`src/rtl/video_pkg.sv`:
```
// Shared encodings for the frame-level stream arbiter: FSM states and one-hot grant values.
package video_pkg;

    localparam logic       ST_IDLE  = 1'b0;
    localparam logic       ST_PASS  = 1'b1;

    localparam logic [1:0] GNT_NONE = 2'b00;
    localparam logic [1:0] GNT_S0   = 2'b01;
    localparam logic [1:0] GNT_S1   = 2'b10;

endpackage

```
`src/rtl/rr_arb2.sv`:
```
// Two-way round-robin priority: a lone request wins outright, a tie goes to the
// source that did not own the previous frame.
module rr_arb2
    import video_pkg::*;
(
    input  logic [1:0] req,
    input  logic       last_grant,
    output logic [1:0] gnt
);

    always_comb begin
        gnt = GNT_NONE;
        case (req)
            2'b01:   gnt = GNT_S0;
            2'b10:   gnt = GNT_S1;
            2'b11:   gnt = last_grant ? GNT_S0 : GNT_S1;
            default: gnt = GNT_NONE;
        endcase
    end

endmodule

```
`src/rtl/frame_stream_arbiter.sv`:
```
// Shares one video output between two pixel streams, switching owners only on frame
// boundaries and discarding orphan beats that arrive while no frame is in flight.
module frame_stream_arbiter
    import video_pkg::*;
#(
    parameter int BITWDITH  = 24,
    parameter int CNT_WIDTH = 16
) (
    input  logic                 clk,
    input  logic                 rst,
    input  logic [BITWDITH-1:0]  sink0_data,
    input  logic                 sink0_valid,
    input  logic                 sink0_sop,
    input  logic                 sink0_eop,
    output logic                 sink0_ready,
    input  logic [BITWDITH-1:0]  sink1_data,
    input  logic                 sink1_valid,
    input  logic                 sink1_sop,
    input  logic                 sink1_eop,
    output logic                 sink1_ready,
    output logic [BITWDITH-1:0]  source_data,
    output logic                 source_valid,
    output logic                 source_sop,
    output logic                 source_eop,
    input  logic                 source_ready,
    input  logic [1:0]           enable,
    output logic [1:0]           grant,
    output logic [CNT_WIDTH-1:0] frame_cnt0,
    output logic [CNT_WIDTH-1:0] frame_cnt1,
    output logic [CNT_WIDTH-1:0] drop_cnt
);

    logic                 state_reg, state_next;
    logic [1:0]           grant_reg, grant_next;
    logic                 last_grant_reg, last_grant_next;
    logic [CNT_WIDTH-1:0] frame_cnt0_reg, frame_cnt0_next;
    logic [CNT_WIDTH-1:0] frame_cnt1_reg, frame_cnt1_next;
    logic [CNT_WIDTH-1:0] drop_cnt_reg, drop_cnt_next;

    logic [1:0] sink_valid;
    logic [1:0] sink_sop;
    logic [1:0] req;
    logic [1:0] orphan;
    logic [1:0] arb_gnt;
    logic [1:0] drop_inc;
    logic       pass_xfer;

    assign sink_valid = {sink1_valid, sink1_valid & 1'b1} & {1'b1, 1'b0} | {1'b0, sink0_valid};
    assign sink_sop   = {sink1_sop, sink0_sop};

    generate
        for (genvar gi = 0; gi < 2; gi++) begin : g_sink
            assign req[gi]    = enable[gi] & sink_valid[gi] & sink_sop[gi];
            assign orphan[gi] = enable[gi] & sink_valid[gi] & ~sink_sop[gi];
        end
    endgenerate

    assign drop_inc = {1'b0, orphan[0]} + {1'b0, orphan[1]};

    rr_arb2 u_rr_arb2 (
        .req        (req),
        .last_grant (last_grant_reg),
        .gnt        (arb_gnt)
    );

    function automatic logic [CNT_WIDTH-1:0] sat_add(input logic [CNT_WIDTH-1:0] cnt,
                                                     input logic [1:0] inc);
        logic [CNT_WIDTH:0] sum;
        sum = {1'b0, cnt} + {{(CNT_WIDTH-1){1'b0}}, inc};
        return sum[CNT_WIDTH] ? {CNT_WIDTH{1'b1}} : sum[CNT_WIDTH-1:0];
    endfunction

    always_ff @(posedge clk or posedge rst) begin
        if (rst) begin
            state_reg      <= ST_IDLE;
            grant_reg      <= GNT_NONE;
            last_grant_reg <= 1'b1;
            frame_cnt0_reg <= '0;
            frame_cnt1_reg <= '0;
            drop_cnt_reg   <= '0;
        end else begin
            state_reg      <= state_next;
            grant_reg      <= grant_next;
            last_grant_reg <= last_grant_next;
            frame_cnt0_reg <= frame_cnt0_next;
            frame_cnt1_reg <= frame_cnt1_next;
            drop_cnt_reg   <= drop_cnt_next;
        end
    end

    always_comb begin
        state_next      = state_reg;
        grant_next      = grant_reg;
        last_grant_next = last_grant_reg;
        frame_cnt0_next = frame_cnt0_reg;
        frame_cnt1_next = frame_cnt1_reg;
        drop_cnt_next   = drop_cnt_reg;
        case (state_reg)
            ST_IDLE: begin
                drop_cnt_next = sat_add(drop_cnt_reg, drop_inc);
                if (arb_gnt != GNT_NONE) begin
                    state_next = ST_PASS;
                    grant_next = arb_gnt;
                end
            end
            default: begin
                // Only the eop transfer releases ownership; mid-frame sop is just data.
                if (pass_xfer && source_eop) begin
                    state_next      = ST_IDLE;
                    grant_next      = GNT_NONE;
                    last_grant_next = grant_reg[1];
                    if (grant_reg[1])
                        frame_cnt1_next = frame_cnt1_reg + 1'b1;
                    else
                        frame_cnt0_next = frame_cnt0_reg + 1'b1;
                end
            end
        endcase
    end

    always_comb begin
        source_data  = '0;
        source_valid = 1'b0;
        source_sop   = 1'b0;
        source_eop   = 1'b0;
        sink0_ready  = 1'b0;
        sink1_ready  = 1'b0;
        if (!rst) begin
            if (state_reg == ST_PASS) begin
                if (grant_reg[1]) begin
                    source_data  = sink1_data;
                    source_valid = sink1_valid;
                    source_sop   = sink1_sop;
                    source_eop   = sink1_eop;
                    sink1_ready  = source_ready;
                end else begin
                    source_data  = sink0_data;
                    source_valid = sink0_valid;
                    source_sop   = sink0_sop;
                    source_eop   = sink0_eop;
                    sink0_ready  = source_ready;
                end
            end else begin
                sink0_ready = orphan[0];
                sink1_ready = orphan[1];
            end
        end
    end

    assign pass_xfer  = source_valid & source_ready;
    assign grant      = grant_reg;
    assign frame_cnt0 = frame_cnt0_reg;
    assign frame_cnt1 = frame_cnt1_reg;
    assign drop_cnt   = drop_cnt_reg;

endmodule

```
`config.mk`:
```
export PLATFORM = sky130hd
export DESIGN_NAME = frame_stream_arbiter
export DESIGN_NICKNAME = d
export VERILOG_FILES = /design/src/rtl/video_pkg.sv /design/src/rtl/rr_arb2.sv /design/src/rtl/frame_stream_arbiter.sv
export SDC_FILE = /design/constraint.sdc
export NUM_CORES = 1
export LEC_CHECK = 0
export CORE_MARGIN = 2
export CORE_UTILIZATION = 59
export CTS_CLUSTER_SIZE = 40
export DETAILED_ROUTE_END_ITERATION = 6
export DONT_BUFFER_PORTS = 1
export HOLD_SLACK_MARGIN = 0.15
export PLACE_DENSITY = 0.75
export REMOVE_ABC_BUFFERS = 1
export SLEW_MARGIN = 0
export SYNTH_ARGS = -nofsm -noshare
export SYNTH_HDL_FRONTEND = slang
export SYNTH_HIERARCHICAL = 1
export SYNTH_SLANG_ARGS = --single-unit
```
`constraint.sdc`:
```
create_clock -name clk -period 5.8 [get_ports clk]
set_input_delay 0.58 -clock clk [delete_from_list [all_inputs] [get_ports clk]]
set_output_delay 0.58 -clock clk [all_outputs]
set_load 0.02 [all_outputs]
```
* Word level (Yosys, flattened, before mapping)
Index checks and enable logic that the tools add are counted.
W data, S select, Z words.
** Operators by class
- Add/sub/neg operators :: 4
- $mul :: 0
- Div/mod/pow operators :: 0
- Magnitude comparators :: 0
- Equal/unequal tests :: 4
- Shifts and indexed selects :: 0
- Muxes and demuxes :: 27
- Bitwise operators :: 11
- Reduce and logical (&&, ||, !) cells :: 7
** Operator list (number)
- $mux W24 :: 3
- $add A16 B1 Y16 const B :: 2
- $mux W1 :: 18
- $add A16 B2 Y17 :: 1
- $mux W16 :: 1
- $mux W2 :: 4
- $and A1 B1 Y1 :: 7
- $pmux W2 S3 :: 1
- $reduce_and A3 Y1 :: 2
- $eq A2 B2 Y1 const B :: 2
- $reduce_and A2 Y1 :: 2
- $reduce_bool A2 Y1 :: 2
- $not A1 Y1 :: 3
- $add A1 B1 Y2 :: 1
- $eq A2 B1 Y1 const B :: 1
- $ne A2 B1 Y1 const B :: 1
- $or A2 B1 Y2 :: 1
- $logic_and A1 B1 Y1 :: 1
** Word-level totals
- Bits in registers :: 52
- Bits in latches :: 0
- RAM bits :: 0
- ROM bits :: 0
- Input port bits :: 59
- Output and inout bits :: 79
- Logic and storage cells :: 59
- Memories kept :: 0

* Depth between registers and ports, before layout
- Depth after elaboration :: 8
- Mapped depth :: 10
- Mapped depth without buffers :: 8

* Cells and area by module
Netlist, hierarchy kept.
** By module, submodules not included
- frame_stream_arbiter :: times used 1, cells an instance 308, area an instance 2930.3 sq um, sequential area each 1302.5 sq um
- rr_arb2 :: times used 1, cells an instance 3, area an instance 18.8 sq um, sequential area each 0.0 sq um

* Worst setup path after synthesis
OpenSTA, ideal clock, no wires.
- Path type :: input to register
- Start point :: in enable[0]
- End point :: reg drop_cnt_reg[10] (netlist: drop_cnt[10])
- Setup time :: 0.134 ns
- Arrival time :: 2.138 ns
- Data required time :: 5.666 ns
- Slack :: 3.528 ns
- Stages :: 10
- Path buffers :: 2
- Cells stage by stage :: nand2_1 > nor2_1 > fa_1 > ha_1 > nand2b_1 > clkbuf_1 > nor2_1 > nand3_1 > clkbuf_1 > nand2_1
** On the way
- Cells in the longest elaborated chain, start to end :: 5
** RTL lines
- start: declaration :: RTL line frame_stream_arbiter.sv:26 : input logic [1:0] enable,
- $and A1 B1 Y1 (2 in a row) :: RTL line frame_stream_arbiter.sv:54 : assign orphan[gi] = enable[gi] & sink_valid[gi] & ~sink_sop[gi];
- $add A1 B1 Y2 :: RTL line frame_stream_arbiter.sv:58 : assign drop_inc = {1'b0, orphan[0]} + {1'b0, orphan[1]};
- $add A16 B2 Y17 :: RTL line frame_stream_arbiter.sv:69 : sum = {1'b0, cnt} + {{(CNT_WIDTH-1){1'b0}}, inc};
- $mux W16 :: RTL line frame_stream_arbiter.sv:70 : return sum[CNT_WIDTH] ? {CNT_WIDTH{1'b1}} : sum[CNT_WIDTH-1:0];
- end signal: assignment :: RTL line frame_stream_arbiter.sv:87 : drop_cnt_reg <= drop_cnt_next;
- end: declaration :: RTL line frame_stream_arbiter.sv:38 : logic [CNT_WIDTH-1:0] drop_cnt_reg, drop_cnt_next;
Every way passes these cells.
A chain may end at the register's enable or synchronous reset.

* Worst setup path after layout
- Start point :: reg grant_reg[1] (netlist: grant[1])
- End point :: reg frame_cnt1_reg[1] (netlist: frame_cnt1[1])
** On the way
- Cells in the longest elaborated chain, start to end :: 6
- Elaborated cells between the ends (all ways) :: 9
- Classes of those cells :: 6 x mux; 1 x bitwise; 2 x reduce/logical
** RTL lines
- start: declaration :: RTL line frame_stream_arbiter.sv:34 : logic [1:0] grant_reg, grant_next;
- start signal: assignment :: RTL line frame_stream_arbiter.sv:83 : grant_reg <= grant_next;
- $mux W1 :: RTL line frame_stream_arbiter.sv:130 : if (grant_reg[1]) begin
- $mux W1 :: RTL line frame_stream_arbiter.sv:129 : if (state_reg == ST_PASS) begin
- $mux W1 :: RTL line frame_stream_arbiter.sv:128 : if (!rst) begin
- $and A1 B1 Y1 :: RTL line frame_stream_arbiter.sv:150 : assign pass_xfer = source_valid & source_ready;
- $logic_and A1 B1 Y1 :: RTL line frame_stream_arbiter.sv:108 : if (pass_xfer && source_eop) begin
- $reduce_and A3 Y1 (no source line) *
- end signal: assignment :: RTL line frame_stream_arbiter.sv:86 : frame_cnt1_reg <= frame_cnt1_next;
- end: declaration :: RTL line frame_stream_arbiter.sv:37 : logic [CNT_WIDTH-1:0] frame_cnt1_reg, frame_cnt1_next;
Mark *: on every way between the ends. The rest lies on a longest branch, timed or not.

==> reports/qor.json <==
{
  "final_max_slew_viol_count": 0,
  "tritoncts": "done",
  "gr-usage-met2": 0.3589,
  "n_fill_cell": 406,
  "fin_setup_tns_ns": 0,
  "post-dp-hpwl_microns": 4798,
  "timing_worst_slew_pin_value_ns": 1.072,
  "viasPerCell": 5.925,
  "power.density_nw_per_um2": 339.5,
  "drt_pass1_iterations": 4,
  "synth_area_leaders": "sky130_fd_sc_hd__dfrtp_1 43%, sky130_fd_sc_hd__xnor2_1 9.5%, sky130_fd_sc_hd__mux2i_1 9.2%",
  "status": "finished clean",
  "postCtsSetupRepairBufs": 0,
  "synthDominantAreaCellType": "sky130_fd_sc_hd__dfrtp_1",
  "max_cap_violations": 0,
  "die_area_sq_um": 5580,
  "synth_top_cells_by_count": "51 x sky130_fd_sc_hd__dfrtp_1, 42 x sky130_fd_sc_hd__nor2_1, 32 x sky130_fd_sc_hd__xnor2_1, 28 x sky130_fd_sc_hd__nand2_1, 27 x sky130_fd_sc_hd__mux2i_1",
  "floorplan.initialDensity": 0.6162,
  "clock-sinks": 52,
  "grt_antenna_before_repair": 0,
  "clk_latency_ns": 0.30,
  "rsz_0062_raised_after_global_routing": "false",
  "drive_above_1_share": 0.05246,
  "placed_cells": 364,
  "timing.final.ws_setup_ns": 2.757,
  "total_power_mw": 1.043,
  "drc": 0,
  "total_number_of_yosys_warnings": 6,
  "worst_slew_slack_as_a_fraction_of_its_limit": 0.2841,
  "flow.area_growth_from_synthesis_pct": 4.115,
  "critPathLaunchType": "register",
  "leakage_power_of_the_design_nw": 1.351,
  "number_of_flops_mapped_to_enable_cells_by_yosys": 0,
  "cts_repair_resize_count": 0,
  "synth.most_common_cell": "sky130_fd_sc_hd__dfrtp_1",
  "global_route.usage.met3": 0.07631,
  "timing.critical_path.to_type": "register",
  "die_height_microns": 74.70,
  "holdCritPathClass": "in -> async",
  "cts_max_level": 2,
  "worst_ep_required_time_ns": 5.99,
  "antenna_violating_nets_post_route": 0,
  "timing.fmax_mhz": 328.7,
  "dr_total_vias": 2204,
  "fin_area_sq_um": 3070,
  "cts-root-buf": "sky130_fd_sc_hd__clkbuf_8",
  "reg2reg_slack_ns": 2.76,
  "critical_path_peak_fanout": 41,
  "syn_area_sq_um": 2949,
  "synth_top_cell_area_share": 0.4328,
  "port-buffer-count": 0,
  "ir_worst_vdd_mv": 0.1647,
  "multi_input_area_sq_um": 1556,
  "wirelength_microns": 6532,
  "number_of_global_route_vias_before_repair": 2014,
  "placedInstanceArea_sq_um": 2978,
  "io_pins": 138,
  "grt_first_pass_wirelength_microns": 9625,
  "top_usage_layer": "met2",
  "worst_setup_path_category": "reg -> reg",
  "leading_register_cell_type_out_of_synthesis": "sky130_fd_sc_hd__dfrtp_1",
  "gp_routability_congestion": 0.7605,
  "dpl_worst_slack_ns": 2.779,
  "total_routing_usage_reported_by_global_routing": 0.2275,
  "final-seq-area_sq_um": 1304,
  "final_instance_count_excl_fillers": 372,
  "synth-seq-area-share": 0.4417,
  "drt-initial-drc-count": 129,
  "async_reset_ff_frac": 1.000,
  "nNetsFinal": 367,
  "rows": 25,
  "total_clock_buffers_created_by_cts": 5,
  "wire_per_inst_microns": 17.56,
  "cp_data_arrival_time_ns": 3.23,
  "clock_transition_at_path_regs_ns": 0.09,
  "finalCriticalPeriod_ns": 3.043,
  "clock_skew_ns": 0.004730,
  "hold_violations": 0,
  "synth.lib_cells_used.distinct": 38,
  "diodes": 0,
  "finalCritPeriodShare": 0.5246,
  "core_area_sq_um": 4786,
  "chipWidth_microns": 74.70,
  "clockBufferDepth": 2,
  "final_global_route_overflow_total": 0,
  "synth_area_per_cell_sq_um": 9.483,
  "grt_max_degree": 53,
  "flop_and_latch_count_out_of_synthesis": 52,
  "synthesis.instances": 311,
  "grt_use_met1": 0.2965,
  "final-setup-viol-count": 0,
  "cts_hold_buf": 0
}
[metal layers]
layer | part of all wire | wire (microns) | vias to the layer above
li1 | - | - | 1059
met3 | 0.083 | 542 | 6
met5 | 0 | 0 | -
met1 | 0.42 | 2763 | 1052
met2 | 0.48 | 3137 | 87
met4 | 0.014 | 89 | 0
[through the flow]
step / util / hold slack, ns
finish: 0.6416 / 0.4101
global route: 0.6416 / 0.4993
CTS: 0.6416 / 0.4517
detailed placement: 0.6222 / 0.4942
global placement: 0.6222 / 0.4924
floorplan: - / 0.4682
[worst max-delay path, cell delays in order, from the launching register on]
cell                      delay [ns]
sky130_fd_sc_hd__dfrtp_2        1.08
sky130_fd_sc_hd__mux2i_1        0.39
sky130_fd_sc_hd__nor4_4         0.86
sky130_fd_sc_hd__nand2_1        0.24
sky130_fd_sc_hd__mux2_2         0.35
[path summary, 6_finish.rpt]
check	start	endpoint	depth (start not counted)
min in group clk	last_grant_reg$_DFFE_PP1P_	last_grant_reg$_DFFE_PP1P_	2
worst min register to register	last_grant_reg$_DFFE_PP1P_	last_grant_reg$_DFFE_PP1P_	2
max in group asynchronous	rst	grant[1]$_DFFE_PP0P_	1
worst max-delay path	grant[1]$_DFFE_PP0P_	frame_cnt1[1]$_DFFE_PP0P_	4
worst max register to register	grant[1]$_DFFE_PP0P_	frame_cnt1[1]$_DFFE_PP0P_	4
worst min-delay path	rst	frame_cnt0[5]$_DFFE_PP0P_	1
[kinds of logic (layout without fill, tap and decap cells)]
kind of cell	Yosys count	count (layout)	share of synthesized area
buffers and inverters	23	17	0.03055
AOI/OAI and AO/OA	16	16	0.03224
and+or+nand+nor	146	146	0.2541
DFF	52	52	0.4417
adders and majority gates	4	4	0.01952
xor gates and xnor gates	40	40	0.1188
muxes	30	30	0.1031
[power breakdown]
group	internal [mW]	switching, mW	total [mW]
clock network	0.0955	0.117	0.213
registers	0.403	0.159	0.562
logic	0.111	0.156	0.268
[cell type report]
type / count / area share
clock inverters: 2 / 0.003260
inverters: 9 / 0.01100
well taps: 67 / 0.02730
clock buffers: 6 / 0.02689
flip-flops and latches: 52 / 0.4246
multi-input cells: 236 / 0.5069
[cells in the final DEF (no fill, tap or decap), drive strengths merged, types with 6 or more instances in the layout]
cell type	instances
and3	11
nor2	42
xnor2	32
inv	9
dfrtp	51
nor3	10
nor4	6
xor2	8
nand4	12
clkbuf	6
nand2	28
mux2i	27
nand3	19
No activity file was read; power rests on OpenSTA's default activity.
